`config.mk`:
```
export PLATFORM = sky130hd
export DESIGN_NAME = targ_fb_queue
export DESIGN_NICKNAME = d
export VERILOG_FILES = /design/src/rtl/targ_fb_queue.sv
export SDC_FILE = /design/constraint.sdc
export NUM_CORES = 1
export LEC_CHECK = 0
export CORE_ASPECT_RATIO = 0.9
export CORE_UTILIZATION = 35
export CTS_CLUSTER_DIAMETER = 200
export DETAILED_ROUTE_END_ITERATION = 8
export PLACE_DENSITY_LB_ADDON = 0.08
export RECOVER_POWER = 100
export REMOVE_ABC_BUFFERS = 1
export SETUP_SLACK_MARGIN = 0.4
export SKIP_LAST_GASP = 1
export SLEW_MARGIN = 0
export SYNTH_ARGS = -nofsm -noshare
export SYNTH_HDL_FRONTEND = slang
export SYNTH_SLANG_ARGS = --single-unit
```
`constraint.sdc`:
```
create_clock -name clk -period 8.05 [get_ports clk]
set_input_delay 1.61 -clock clk [delete_from_list [all_inputs] [get_ports clk]]
set_output_delay 1.61 -clock clk [all_outputs]
set_load 0.01 [all_outputs]
```
`src/rtl/targ_fb_queue.sv`:
```
// Target-predictor feedback queue: gathers resolved indirect jumps from
// several ports and feeds them to the predictor one entry per cycle.
module targ_fb_queue #(
  parameter int fb_ports = 2,
  parameter int depth    = 8,
  parameter int pc_width = 32
) (
  input  logic                               clk,
  input  logic                               rst,
  input  logic                               flush,
  input  logic [fb_ports-1:0]                in_valid,
  input  logic [fb_ports-1:0][pc_width-1:0]  in_base_pc,
  input  logic [fb_ports-1:0][pc_width-1:0]  in_targ_pc,
  input  logic                               out_ready,
  output logic                               out_valid,
  output logic [pc_width-1:0]                out_base_pc,
  output logic [pc_width-1:0]                out_targ_pc,
  output logic                               full,
  output logic [$clog2(depth+1)-1:0]         count,
  output logic [15:0]                        drop_cnt
);

  localparam int AW = $clog2(depth);
  localparam int CW = $clog2(depth+1);
  localparam int EW = 2*pc_width;

  logic [EW-1:0]       mem_q [depth];
  logic [AW-1:0]       rd_ptr_q, rd_ptr_d;
  logic [AW-1:0]       wr_ptr_q, wr_ptr_d;
  logic [CW-1:0]       count_q, count_d;
  logic                last_vld_q, last_vld_d;
  logic [pc_width-1:0] last_base_q, last_base_d;
  logic [pc_width-1:0] last_targ_q, last_targ_d;
  logic [15:0]         drop_q, drop_d;

  logic                pop;
  logic [fb_ports-1:0] we;
  logic [AW-1:0]       waddr [fb_ports];
  logic [CW:0]         space;
  logic [CW:0]         acc;
  logic [2:0]          drops;
  logic [16:0]         drop_sum;
  logic                dup;

  assign out_valid   = (count_q != '0);
  assign out_base_pc = out_valid ? mem_q[rd_ptr_q][EW-1:pc_width] : '0;
  assign out_targ_pc = out_valid ? mem_q[rd_ptr_q][pc_width-1:0]  : '0;
  assign full        = (count_q == CW'(depth));
  assign count       = count_q;
  assign drop_cnt    = drop_q;
  assign pop         = out_valid && out_ready && !flush;

  // Ports are walked in index order carrying a running last pair,
  // write pointer and free-space count.
  always_comb begin
    wr_ptr_d    = wr_ptr_q;
    last_vld_d  = last_vld_q;
    last_base_d = last_base_q;
    last_targ_d = last_targ_q;
    space = (CW+1)'(depth) - {1'b0, count_q} + (CW+1)'(pop);
    acc   = '0;
    drops = '0;
    dup   = 1'b0;
    we    = '0;
    for (int i = 0; i < fb_ports; i++) begin
      waddr[i] = wr_ptr_d;
      if (in_valid[i] && !flush) begin
        dup = last_vld_d && in_base_pc[i] == last_base_d
                         && in_targ_pc[i] == last_targ_d;
        if (!dup) begin
          if (space != '0) begin
            we[i]       = 1'b1;
            wr_ptr_d    = wr_ptr_d + AW'(1);
            acc         = acc + (CW+1)'(1);
            space       = space - (CW+1)'(1);
            last_vld_d  = 1'b1;
            last_base_d = in_base_pc[i];
            last_targ_d = in_targ_pc[i];
          end else begin
            drops = drops + 3'd1;
          end
        end
      end
    end
    rd_ptr_d = rd_ptr_q + AW'(pop);
    count_d  = CW'({1'b0, count_q} + acc - (CW+1)'(pop));
    drop_sum = {1'b0, drop_q} + 17'(drops);
    drop_d   = drop_sum[16] ? 16'hFFFF : drop_sum[15:0];
    if (flush) begin
      rd_ptr_d   = '0;
      wr_ptr_d   = '0;
      count_d    = '0;
      last_vld_d = 1'b0;
    end
  end

  always_ff @(posedge clk or posedge rst) begin
    if (rst) begin
      rd_ptr_q    <= '0;
      wr_ptr_q    <= '0;
      count_q     <= '0;
      last_vld_q  <= 1'b0;
      last_base_q <= '0;
      last_targ_q <= '0;
      drop_q      <= '0;
    end else begin
      rd_ptr_q    <= rd_ptr_d;
      wr_ptr_q    <= wr_ptr_d;
      count_q     <= count_d;
      last_vld_q  <= last_vld_d;
      last_base_q <= last_base_d;
      last_targ_q <= last_targ_d;
      drop_q      <= drop_d;
    end
  end

  always_ff @(posedge clk) begin
    for (int i = 0; i < fb_ports; i++) begin
      if (we[i]) mem_q[waddr[i]] <= {in_base_pc[i], in_targ_pc[i]};
    end
  end

endmodule

```
==> flow_metrics.py, run 1 <==
metrics = {
    "die": {
        "fp.dieH_um": 299,
        "start_util": 0.355,
        "core-area_mm2": 0.0969,
        "std_cell_rows": 108,
        "die_x_um": 332,
        "dieArea_mm2": 0.0995,
        "num_io_pins": 220,
    },
    "detailed_routing": {
        "vias_per_cell": 5.69,
        "drt_first_pass_iters": 6,
        "wl_per_cell_um": 30.8,
        "wl_mm": 126,
        "vias": 23207,
        "drt_iter0_drc": 1705,
        "ant_nets": 0,
        "route.detailed.drc": 0,
    },
    "placement": {
        "finalWeightedCongestion": 0.952,
        "io_buffers": 219,
        "placed_cell_area_mm2": 0.0386,
        "dp_hpwl_mm": 83.6,
        "dp.cells": 3949,
    },
    "power": {
        "seq_power_share": 0.382,
        "p_int_mw": 7.40,
        "sw_frac_of_total": 0.336,
        "p_per_area_mw_per_mm2": 275,
        "power.switching_mw": 3.75,
        "ir_drop_v": 0.000190,
        "p_leak_nw": 13.8,
        "power.share.clock": 0.293,
        "combPwrFrac": 0.325,
    },
    "yosys": {
        "synth.area.mux_share": 0.291,
        "ys_ff_latch": 603,
        "synthArstFlopShare": 0.151,
        "synth_edf_count": 512,
        "yosys.area.top_type": "edfxtp_1",
        "yosysTopAreaCellShare": 0.447,
        "synth_top_family_by_area": "multiplexers",
        "synth_cells": 2553,
        "synthDistinctLibCells": 77,
        "synth_xor_area_frac": 0.0273,
        "synth_compound_area_frac": 0.0452,
        "netlist_top_cells_count": "512 x edfxtp_1, 378 x mux2_2, 248 x mux2i_1, 150 x clkbuf_1, 128 x mux4_2",
        "ys.warnings.count": 0,
        "synth_area_leaders": "edfxtp_1 45%, mux2_2 12%, mux4_2 8.4%",
        "synth_simple_gate_area_frac": 0.0703,
        "synthAdderAreaFrac": 0.00772,
        "synth.most_common_cell": "edfxtp_1",
        "ys_seq_area_frac": 0.514,
        "synth_ff_type": "edfxtp_1",
        "syn_area_per_cell_um2": 13.5,
        "synth_area_mm2": 0.0344,
    },
    "finish": {
        "fill_cells": 8965,
        "final_cells": 4080,
        "final-seq-area_mm2": 0.0177,
        "final_area_mm2": 0.0406,
        "nNetsFinal": 2913,
        "layout-drive-gt1-share": 0.275,
        "area_growth_pct": 18.1,
        "multiInputGateArea_mm2": 0.0152,
    },
    "cts": {
        "hold_buffers": 0,
        "clock_latency_ps": 650,
        "clkTransAtPathRegs_ps": 60,
        "clock-sinks": 603,
        "clock_path_buffers": 3,
        "clockRootBuffer": "clkbuf_16",
        "tritoncts": "yes",
        "htreeDepth": 3,
        "cts_made_buffers": 73,
    },
    "worst_setup_path": {
        "required_ps": 8280,
        "slowest_delay_ps": 1110,
        "arrival_ps": 7700,
        "cp_max_fo": 64,
        "worst-setup-path-type": "in -> reg",
        "slowest_stage": "clkbuf_2",
        "crit_path_end_kind": "flip-flop",
        "crit_path_cell_trace": "dlygate4sd3_1 > nand3b_1 > ha_1 > inv_1 > ha_1 > inv_1 > ha_1 > and3b_1 > buf_4 > o21a_2 > nor3_1 > buf_12 > nand2_1 > clkbuf_2 > inv_1 > clkbuf_2 > a41o_4 > clkbuf_4",
        "crit_path_start_kind": "primary input",
    },
    "timing": {
        "grt_setup_unrepaired": "no",
        "final.setup.tns_ps": 0,
        "finalMaxSlewViolations": 399,
        "tightest_slew_ps": 3270,
        "post-route-period-util": 0.928,
        "relSlewSlack": -1.18,
        "whs_ps": 562,
        "period_needed_ps": 7470,
        "hold_viol_final": 0,
        "max_freq_ghz": 0.134,
        "setup_violations": 0,
        "finalClockSkew_ps": 33.8,
    },
    "grt": {
        "track_usage": 0.251,
        "grt_pass1_wl_mm": 180,
        "gr-total-overflow": 0,
        "grt_max_degree": 73,
        "grt_pass1_vias": 24187,
        "antenna_found_initial": 4,
    },
    "min_path": {
        "hp-class": "reg -> reg",
    },
    "run_status": {
        "outcome": "complete, but fails checks",
        "violations": "capacitance limit, slew limit",
    },
    "job": {
        "maxCapViolCount": 9,
    },
}
flip-flops by register name, indices dropped and copies added (netlist names):
name         flops
wr_ptr_q         3
count            4
rd_ptr_q         3
last_base_q     32
last_targ_q     32
mem_q          512
drop_cnt        16
last_vld_q       1
per-layer routing:
metal	vias up	routed length, µm	GRT usage
met1	12239	59100	0.364
li1	10115	-	-
met4	8	2220	0.0530
met3	139	5900	0.0312
met5	-	47	0
met2	706	58300	0.402
power by group through the flow:
| stage | logic [mW] | registers (mW) | clock network [mW] |
|---|---|---|---|
| finish | 3.63 | 4.26 | 3.26 |
| global route | 3.90 | 4.31 | 3.44 |
| CTS | 3.77 | 4.25 | 3.33 |
| detailed placement | 3.75 | 4.31 | 0 |
| global placement | 3.73 | 4.29 | 0 |
| floorplan | 2.07 | 4.28 | 0 |
stage by stage:
step	power [mW]	setup slack, ps	utilization
after global placement	8.02	99.8	0.398
after floorplan	6.36	-4990	-
final	11.1	580	0.419
after detailed placement	8.06	56.6	0.398
after global routing	11.6	222	0.419
after CTS	11.4	749	0.422
cells by family after synthesis:
kind of cell,count (synthesis)
AOI/OAI and AO/OA,218
muxes,787
adders and majority gates,20
and+or+nand+nor,469
xor gates and xnor gates,107
DFF,603
buffers and inverters,349
area by class of cell:
type	instances	area share
timing repair buffer	375	0.0838
clock buffer	95	0.0491
sequential	603	0.435
multi-input combinational	1601	0.375
inverter	105	0.00974
clock inverter	35	0.00765
tap	1265	0.0390
antenna	1	0.0000617
worst max-delay path: cells and delay by family:
family          cells  cell delay, ps
buf+inv             9            4050
fa+ha+maj           3             690
compound gates      2             500
simple gates        4             730
layout by cell type (no fill, tap or decap), types with 10 or more instances in the layout:
cell and n:
nor2_1 119, clkbuf_2 14, ha_1 18, nand2b_1 52
o2111ai_1 16, dlygate4sd3_1 81, xor2_1 48, o22ai_1 25
o21ai_0 35, mux2i_1 248, mux2_2 376, clkinv_2 10
dfrtp_1 88, buf_4 117, clkinv_1 33, a21oi_1 47
mux4_2 128, inv_1 85, nand4_1 41, mux2_1 35
clkdlybuf4s50_1 138, nor4_1 24, nor2b_1 45, edfxtp_1 512
xnor2_1 59, clkbuf_16 75, nor3_1 14, clkbuf_1 27
nand2_1 100, nand3_1 23
repair_timing:
item / 4_1_cts / 5_1_grt
setup endpoints to repair: 0 / 14
resized for setup: 0 / 4
buffers inserted: 0 / 0
final timing paths:
check	cells past startpoint	from	endpoint	slack (ps)
hold / removal	2	drop_cnt[11]$_DFF_PP0_	drop_cnt[11]$_DFF_PP0_	560
min in group asynchronous	2	rst	wr_ptr_q[0]$_DFF_PP0_	2140
setup / recovery	18	flush	mem_q[1][0]$_DFFE_PP_	580
setup reg to reg	21	count[2]$_DFF_PP0_	mem_q[1][0]$_DFFE_PP_	1010
hold reg to reg	2	drop_cnt[11]$_DFF_PP0_	drop_cnt[11]$_DFF_PP0_	560
max in group asynchronous	3	rst	last_targ_q[26]$_DFF_PP0_	1970
No activity file was read; power rests on OpenSTA's default activity.
==> inputs of run 2 (changes only) <==
--- a/config.mk
+++ b/config.mk
@@ -8,6 +8,7 @@
 export CORE_ASPECT_RATIO = 0.9
 export CORE_UTILIZATION = 35
 export CTS_CLUSTER_DIAMETER = 200
+export CTS_CLUSTER_SIZE = 25
 export DETAILED_ROUTE_END_ITERATION = 8
 export PLACE_DENSITY_LB_ADDON = 0.08
 export RECOVER_POWER = 100
==> run 2 against run 1 <==
The run still ends with capacitance limit, slew limit left. Largest cell class unchanged. Cell count shrank 1.9%. Sequential power is essentially flat. Fmax shrank 3.0%. Clock skew grew 25 ps.
==> flow_metrics.py, run 2 (synthesis results as in run 1) <==
metrics = {
    "finish": {
        "fill_cells": 9081,
        "layout-drive-gt1-share": 0.258,
        "largest_reg_flops": 512,
        "final_area_mm2": 0.0391,
        "nNetsFinal": 2868,
        "final_cell_mix": "512 x edfxtp_1, 376 x mux2_2, 248 x mux2i_1",
        "area_growth_pct": 13.7,
        "multiInputGateArea_mm2": 0.0152,
        "final_common_cell": "edfxtp_1",
        "final_cells": 4002,
        "final-seq-area_mm2": 0.0177,
    },
    "die": {
        "std_cell_rows": 108,
        "num_io_pins": 220,
        "fp.dieH_um": 299,
        "die_x_um": 332,
        "start_util": 0.355,
        "core-area_mm2": 0.0969,
        "dieArea_mm2": 0.0995,
    },
    "cts": {
        "htreeDepth": 1,
        "clock_latency_ps": 670,
        "tritoncts": "yes",
        "cts_made_buffers": 28,
        "clock-sinks": 603,
        "clock_path_buffers": 3,
        "clkTransAtPathRegs_ps": 110,
        "clockRootBuffer": "clkbuf_16",
        "hold_buffers": 0,
    },
    "min_path": {
        "hp-class": "reg -> reg",
    },
    "grt": {
        "track_usage": 0.246,
        "antenna_found_initial": 3,
        "grt_pass1_vias": 23733,
        "grt_pass1_wl_mm": 178,
        "gr-total-overflow": 0,
        "grt_max_degree": 73,
    },
    "timing": {
        "hold_viol_final": 0,
        "finalMaxSlewViolations": 490,
        "final.setup.tns_ps": 0,
        "period_needed_ps": 7700,
        "post-route-period-util": 0.956,
        "tightest_slew_ps": 3350,
        "setup_violations": 0,
        "grt_setup_unrepaired": "no",
        "max_freq_ghz": 0.130,
        "finalClockSkew_ps": 59.1,
        "relSlewSlack": -1.24,
        "fin_ws_ps": 352,
    },
    "worst_setup_path": {
        "required_ps": 6440,
        "reg2reg_depth": 24,
        "worst-setup-path-type": "reg -> out",
        "crit_end": "out_base_pc[13]",
        "critPathLaunch": "rd_ptr_q[1]$_DFF_PP0_",
        "r2r-end": "mem_q[4][50]$_DFFE_PP_",
        "r2r-start": "count[2]$_DFF_PP0_",
        "arrival_ps": 6090,
        "crit_path_start_kind": "flip-flop",
        "reg2reg_slack_ps": 980,
        "cp_max_fo": 47,
        "crit_path_end_kind": "primary output",
    },
    "power": {
        "ir_drop_v": 0.000185,
        "p_per_area_mw_per_mm2": 246,
        "total_power_mw": 9.63,
        "p_leak_nw": 13.1,
    },
    "placement": {
        "placed_cell_area_mm2": 0.0386,
        "io_buffers": 219,
        "dp.cells": 3949,
        "dp_slack_ps": 56.6,
        "finalWeightedCongestion": 0.952,
        "dp_hpwl_mm": 83.6,
    },
    "detailed_routing": {
        "ant_nets": 0,
        "wl_mm": 124,
        "drt_first_pass_iters": 5,
        "vias_per_cell": 5.71,
        "wl_per_cell_um": 31.1,
        "drt_iter0_drc": 1875,
        "route.detailed.drc": 0,
        "vias": 22867,
    },
    "run_status": {
        "violations": "capacitance limit, slew limit",
        "outcome": "complete, but fails checks",
    },
    "job": {
        "maxCapViolCount": 11,
    },
}
==> run 2: layout make-up <==
type | instances | share of cell area
tap | 1265 | 0.0405
timing repair buffer | 375 | 0.0864
multi-input combinational | 1601 | 0.390
inverter | 105 | 0.0101
clock inverter | 2 | 0.00118
sequential | 603 | 0.452
clock buffer | 50 | 0.0200
antenna | 1 | 0.0000640
==> run 2: report_power, final <==
| group | switching, mW | internal [mW] |
|---|---|---|
| logic | 2.05 | 1.58 |
| clock network | 1.08 | 0.677 |
| registers | 0.310 | 3.94 |
| total | 3.44 | 6.19 |
==> run 2: metal layers <==
layer | GRT usage | wire, µm | part of all wire | vias up
li1 | - | - | - | 9972
met1 | 0.363 | 58900 | 0.47 | 12150
met2 | 0.401 | 58000 | 0.47 | 642
met3 | 0.0252 | 5650 | 0.045 | 97
met4 | 0.0344 | 1800 | 0.014 | 6
met5 | 0 | 32 | 0.00026 | -
==> run 2: how the worst min path moves through the flow <==
stage                             start                        to  depth (start not counted)
2_1_floorplan  last_base_q[4]$_DFF_PP0_  last_base_q[4]$_DFF_PP0_                          2
3_5_place_dp     drop_cnt[11]$_DFF_PP0_    drop_cnt[11]$_DFF_PP0_                          2
3_3_place_gp     drop_cnt[11]$_DFF_PP0_    drop_cnt[11]$_DFF_PP0_                          2
6_report         drop_cnt[11]$_DFF_PP0_    drop_cnt[11]$_DFF_PP0_                          2
4_1_cts          drop_cnt[11]$_DFF_PP0_    drop_cnt[11]$_DFF_PP0_                          2
5_1_grt          drop_cnt[11]$_DFF_PP0_    drop_cnt[11]$_DFF_PP0_                          2
==> run 2: per-stage QoR <==
step	util	hold WS (ps)
2_1_floorplan	-	551
3_3_place_gp	0.398	543
3_5_place_dp	0.398	547
4_1_cts	0.407	576
5_1_grt	0.403	618
6_report	0.404	574
==> run 2: timing repair <==
action                                  4_1_cts  5_1_grt
resized for setup                             0        4
endpoints found under the setup margin        0       14
setup buffers                                 0        0
==> run 2: worst max-delay path, cell delays in order (launching register included) <==
cell           delay (ps)
dfrtp_1              2340
clkbuf_2             1360
mux4_2                440
mux2i_1               460
nor2_1                 70
dlygate4sd3_1         690
==> inputs of run 3 (changes only) <==
--- a/config.mk
+++ b/config.mk
@@ -5,6 +5,8 @@
 export SDC_FILE = /design/constraint.sdc
 export NUM_CORES = 1
 export LEC_CHECK = 0
+export CELL_PAD_IN_SITES_DETAIL_PLACEMENT = 0
+export CELL_PAD_IN_SITES_GLOBAL_PLACEMENT = 2
 export CORE_ASPECT_RATIO = 0.9
 export CORE_UTILIZATION = 35
 export CTS_CLUSTER_DIAMETER = 200
==> run 3 against run 2 <==
The run still ends with capacitance limit, slew limit left. Combinational power fell by 1%. Global-route usage rose by 0.098 points. Clock power hardly changed. Sequential power hardly changed. Largest power group unchanged. Highest routed layer is now met4.
==> flow_metrics.py, run 3 (synthesis results as in run 1) <==
metrics = {
    "power": {
        "total_power_mw": 9.61,
        "sw_frac_of_total": 0.355,
        "p_leak_nw": 13.1,
        "p_int_mw": 6.20,
        "combPwrFrac": 0.373,
        "p_per_area_mw_per_mm2": 245,
        "ir_drop_v": 0.000394,
        "power.switching_mw": 3.41,
        "power.share.clock": 0.183,
        "seq_power_share": 0.444,
    },
    "timing": {
        "relSlewSlack": -1.27,
        "grt_setup_unrepaired": "no",
        "finalMaxSlewViolations": 574,
        "whs_ps": 556,
        "period_needed_ps": 7470,
        "post-route-period-util": 0.928,
        "final.setup.tns_ps": 0,
        "setup_violations": 0,
        "tightest_slew_ps": 3390,
        "max_freq_ghz": 0.134,
        "hold_viol_final": 0,
        "finalClockSkew_ps": 47.0,
        "fin_ws_ps": 580,
    },
    "worst_setup_path": {
        "slowest_stage": "clkbuf_2",
        "crit_path_start_kind": "primary input",
        "crit_path_cell_trace": "dlygate4sd3_1 > nand3b_1 > ha_1 > inv_1 > ha_1 > inv_1 > ha_1 > and3b_1 > clkbuf_1 > o21a_1 > nor3_2 > clkbuf_1 > nand2_4 > clkbuf_2 > inv_2 > a21oi_1 > inv_1 > nand4_1 > a21oi_1 > clkbuf_2 > mux2_2",
        "cp_max_fo": 42,
        "crit_buf_inv": 9,
        "crit_family": "buffers and inverters",
        "worst-setup-path-type": "in -> reg",
        "slowest_delay_ps": 1250,
        "required_ps": 8450,
        "arrival_ps": 7870,
        "crit_path_end_kind": "flip-flop",
    },
    "cts": {
        "hold_buffers": 0,
        "clock_path_buffers": 3,
        "cts_made_buffers": 28,
        "clock_latency_ps": 650,
        "cts_resized": 0,
        "clockRootBuffer": "clkbuf_16",
        "clkTransAtPathRegs_ps": 110,
        "cts_setup_buffers": 0,
        "tritoncts": "yes",
        "htreeDepth": 1,
        "clock-sinks": 603,
    },
    "die": {
        "core-area_mm2": 0.0969,
        "std_cell_rows": 108,
        "die_x_um": 332,
        "fp.dieH_um": 299,
        "num_io_pins": 220,
        "start_util": 0.355,
        "dieArea_mm2": 0.0995,
    },
    "placement": {
        "io_buffers": 219,
        "dp.cells": 3952,
        "dp_slack_ps": 5.34,
        "dp_hpwl_mm": 82.7,
        "finalWeightedCongestion": 0.924,
        "placed_cell_area_mm2": 0.0387,
    },
    "finish": {
        "largest_reg_flops": 512,
        "area_growth_pct": 13.9,
        "final_cells": 4005,
        "final_common_cell": "edfxtp_1",
        "nNetsFinal": 2871,
        "final_cell_mix": "512 x edfxtp_1, 378 x mux2_2, 248 x mux2i_1",
        "layout-drive-gt1-share": 0.260,
        "fin_util": 0.404,
        "final_area_mm2": 0.0391,
    },
    "detailed_routing": {
        "vias_per_cell": 5.69,
        "route.detailed.drc": 0,
        "drt_first_pass_iters": 5,
        "vias": 22775,
        "ant_nets": 0,
        "drt_iter0_drc": 1991,
        "wl_mm": 124,
        "wl_per_cell_um": 31.1,
    },
    "job": {
        "maxCapViolCount": 13,
    },
    "grt": {
        "grt_pass1_vias": 23490,
        "antenna_found_initial": 2,
        "grt_max_degree": 68,
        "grt_pass1_wl_mm": 177,
        "gr-total-overflow": 0,
        "track_usage": 0.247,
    },
    "min_path": {
        "hp-class": "reg -> reg",
    },
    "run_status": {
        "outcome": "complete, but fails checks",
        "violations": "capacitance limit, slew limit",
    },
}
-- run 3: changes by cell type in the layout (fill, tap and decap cells not counted), moves of 2 or more --
cell             delta
a31o_1              +2
buf_4               +4
mux2_1              -2
clkdlybuf4s50_1     -3
dlygate4sd3_1       +3
a31o_4              -3
mux2_2              +2
-- run 3: path summary, 6_finish.rpt --
check | start | to | slack, ps | cells after the start
min | drop_cnt[11]$_DFF_PP0_ | drop_cnt[11]$_DFF_PP0_ | 560 | 2
min reg2reg | drop_cnt[11]$_DFF_PP0_ | drop_cnt[11]$_DFF_PP0_ | 560 | 2
max reg2reg | count[2]$_DFF_PP0_ | mem_q[7][56]$_DFFE_PP_ | 970 | 24
min in group asynchronous | rst | drop_cnt[11]$_DFF_PP0_ | 2390 | 2
max | flush | mem_q[7][56]$_DFFE_PP_ | 580 | 21
max in group asynchronous | rst | last_targ_q[23]$_DFF_PP0_ | 2350 | 3
-- run 3: tightest hold or removal path: stages (launching register included) --
cell     delay [ps]
dfrtp_1         390
xnor2_1          80
nand2_1          60
-- run 3: area by class of cell --
cell class,count,area [µm²]
antenna,1,2.50
sequential,603,17700
clock buffer,51,808
fill,9180,57700
clock inverter,1,30.0
tap,1265,1580
timing repair buffer,378,3420
inverter,105,395
multi-input combinational,1601,15200
-- run 3: power by group through the flow --
stage                     Sequential, mW  Combinational (mW)  Clock (mW)
after floorplan                     4.28                2.07           0
after global placement              4.32                3.72           0
after detailed placement            4.34                3.73           0
after CTS                           4.27                3.75        1.81
after global routing                4.32                3.86        1.89
final                               4.27                3.59        1.76
-- run 3: per-layer routing --
layer	global-route usage	wire (µm)	vias up
li1	-	-	9982
met1	0.359	57900	12026
met2	0.410	59300	668
met3	0.0188	5110	99
met4	0.0414	2210	0
met5	0	0	-
==> edit: new RTL, settings of run 1 <==
Set the parameter `depth` to 4 (it was 8).
--- a/src/rtl/targ_fb_queue.sv
+++ b/src/rtl/targ_fb_queue.sv
@@ -2,7 +2,7 @@
 // several ports and feeds them to the predictor one entry per cycle.
 module targ_fb_queue #(
   parameter int fb_ports = 2,
-  parameter int depth    = 8,
+  parameter int depth    = 4,
   parameter int pc_width = 32
 ) (
   input  logic                               clk,
Ports: changed (resized count); port bits go from 220 to 219. No check against the original RTL was run, so the function may have changed too.
==> edit against run 1 <==
The run still ends with capacitance limit, slew limit left. Non-clock buffer count shrank 74. Power decreased by 26%. Setup slack improved by 0.016 ns. Global-route usage is 0.42 points lower. Design area is 38% lower. Area after synthesis decreased by 39%. Routed wire length decreased by 40%. Sequential cell count is 259 lower. Synthesized cell count shrank 32%. Highest routed layer is now met4.
==> edit: results (changes against run 1) <==
metric	value	unit	change
status	complete, but fails checks		
failing checks	capacitance limit, slew limit		
first-pass GRT wire length	109	mm	-40%
Post-synth EDFFs	256		-50%
Worst-path clk slew	0.06	ns	about the same
clock root cell	clkbuf_16		
yosys warns	0		unchanged
fmax	134	MHz	+0.22%
synth top area cells	edfxtp_1 37%, dfrtp_1 10%, mux2_4 7.7%		
clock skew	0.0163	ns	-0.0175 ns
Hold Path Class	flop to flop		
postcts setup bufs	0		unchanged
final WL	75.7	mm	-40%
main flop type after synthesis	edfxtp_1		
most frequent cells after synthesis	256 x edfxtp_1, 116 x mux2i_1, 108 x mux2_4, 107 x inv_1, 88 x dfrtp_1		
max FFs per register	256		-50%
hpwl dp	52.4	mm	-37%
nets@finish	2106		-28%
vias in the first global route	15500		-36%
largest net degree at the start of global routing	70		-4.1%
drt initial violations	1254		-26%
routability cong.	0.955		+0.36%
Worst Setup SP	flush		
Post-Place Cells	2681		-32%
Bufs on Longest Clock Path	3		unchanged
final instance count without filler cells	2759		-32%
Fillers	5639		-37%
critical path peak fanout	69		+7.8%
port bufs	218		-0.46%
arrival time worst endpoint	7.77	ns	+0.07 ns
Worst R2R Start	count[2]		
Seq/Total Area, Yosys	47.0	%	-4.3 points
router iterations before antenna repair	6		unchanged
initial antenna violation count	2		-2
Synth async-reset ratio	25.6	%	+10 points
layout cells sized above 1	14.8	%	-13 points
Leakage	8.97	nW	-35%
Peak VDD IR	0.000301	V	+59%
Max Transition Viols Final	294		-26%
Worst Hold Launch	drop_cnt[10]		
Final ANT Viol Nets	0		unchanged
Vias	15300		-34%
Synth cell types	72		-6.5%
CTS buffer count	42		-42%
max_cap viols	6		-3
Worst setup endpoint	mem_q[3][39]		
All-Layer GR Usage	24.7	%	-0.42 points
Worst Tran Pin Value	3.51	ns	+0.239 ns
clk_lat worst skew	0.58	ns	-0.07 ns
worst reg-to-reg setup slack	1.21	ns	+0.20 ns
H-Tree Depth	2		-1
syn_area_per_cell	12.1	sq um	-10%
path depth of the worst reg2reg path	19		-9.5%
## edit: cell count changes after synthesis, sizes merged, moves of 60 or more
cell | run 1 | this run
mux2 | 411 | 172
nand3 | 23 | 83
clkbuf | 150 | 74
and2 | 7 | 67
edfxtp | 512 | 256
mux4 | 128 | 64
nand2 | 100 | 29
mux2i | 248 | 116
## edit: final cells by class
type | count | area (sq um) | area share, %
sequential | 344 | 9890 | 39.3
multi-input combinational | 1152 | 9710 | 38.5
timing repair buffer | 301 | 2800 | 11.1
clock buffer | 65 | 1260 | 5.00
tap | 774 | 968 | 3.84
inverter | 110 | 414 | 1.64
clock inverter | 12 | 144 | 0.571
antenna | 1 | 2.50 | 0.00993
## edit: where the power goes
part           leakage [nW]  switching, mW  internal [mW]
Combinational          4.83           1.88           1.49
Sequential             3.45          0.347           2.56
Clock                 0.686          0.786           1.17
## edit: worst max-delay path, cell delays in order
cell	delay, ns
dlygate4sd3_1	0.56
inv_1	0.07
nand3_1	0.10
ha_1	0.18
inv_1	0.05
ha_1	0.26
inv_1	0.05
ha_2	0.26
nor4bb_1	0.17
a211oi_1	0.46
nor3_1	0.15
o41ai_1	0.44
mux2i_1	0.13
a211oi_1	0.19
nand4_1	0.14
or4_2	0.73
buf_4	0.44
and3_1	0.33
clkbuf_4	0.75
mux2_1	0.61
## edit: cells by family after synthesis
group | share of synthesized area, %
AND/OR/NAND/NOR | 11.4
multiplexers | 23.5
AO/OA/AOI/OAI | 7.93
buffers and inverters | 5.13
flip-flops | 47.0
adder cells (fa/ha/maj) | 1.32
XOR/XNOR | 3.71
## edit: through the flow
stage	setup WS [ns]	instance area, sq um	total power [mW]	TNS [ns]	hold slack (ns)
finish	0.597	25200	8.23	0	0.551
floorplan	-2.57	20400	4.90	-1042.46	0.542
CTS	0.404	25700	8.45	0	0.560
global placement	0.0629	24300	6.45	0	0.531
global route	0.234	25200	8.66	0	0.584
detailed placement	-0.168	24300	6.48	-1.77	0.537
## edit: layer usage
layer / routed length, um / share of wire [%] / track usage (%) / vias up
li1: - / - / - / 6890
met1: 34500 / 46 / 34.8 / 7725
met2: 34600 / 46 / 39.1 / 526
met3: 4410 / 5.8 / 3.48 / 111
met4: 2200 / 2.9 / 7.69 / 0
met5: 0 / 0 / 0 / -
## edit: how the worst min path moves through the flow
stage | endpoint | depth (start not counted) | slack [ns]
floorplan | last_vld_q | 2 | 0.54
global placement | drop_cnt[10] | 2 | 0.53
detailed placement | drop_cnt[10] | 2 | 0.54
CTS | drop_cnt[10] | 2 | 0.56
global route | drop_cnt[10] | 2 | 0.58
finish | drop_cnt[10] | 2 | 0.55
## edit: timing repair
item,4_1_cts,5_1_grt
hold buffers,0,0
gates resized for setup,0,8
setup endpoints to repair,0,15
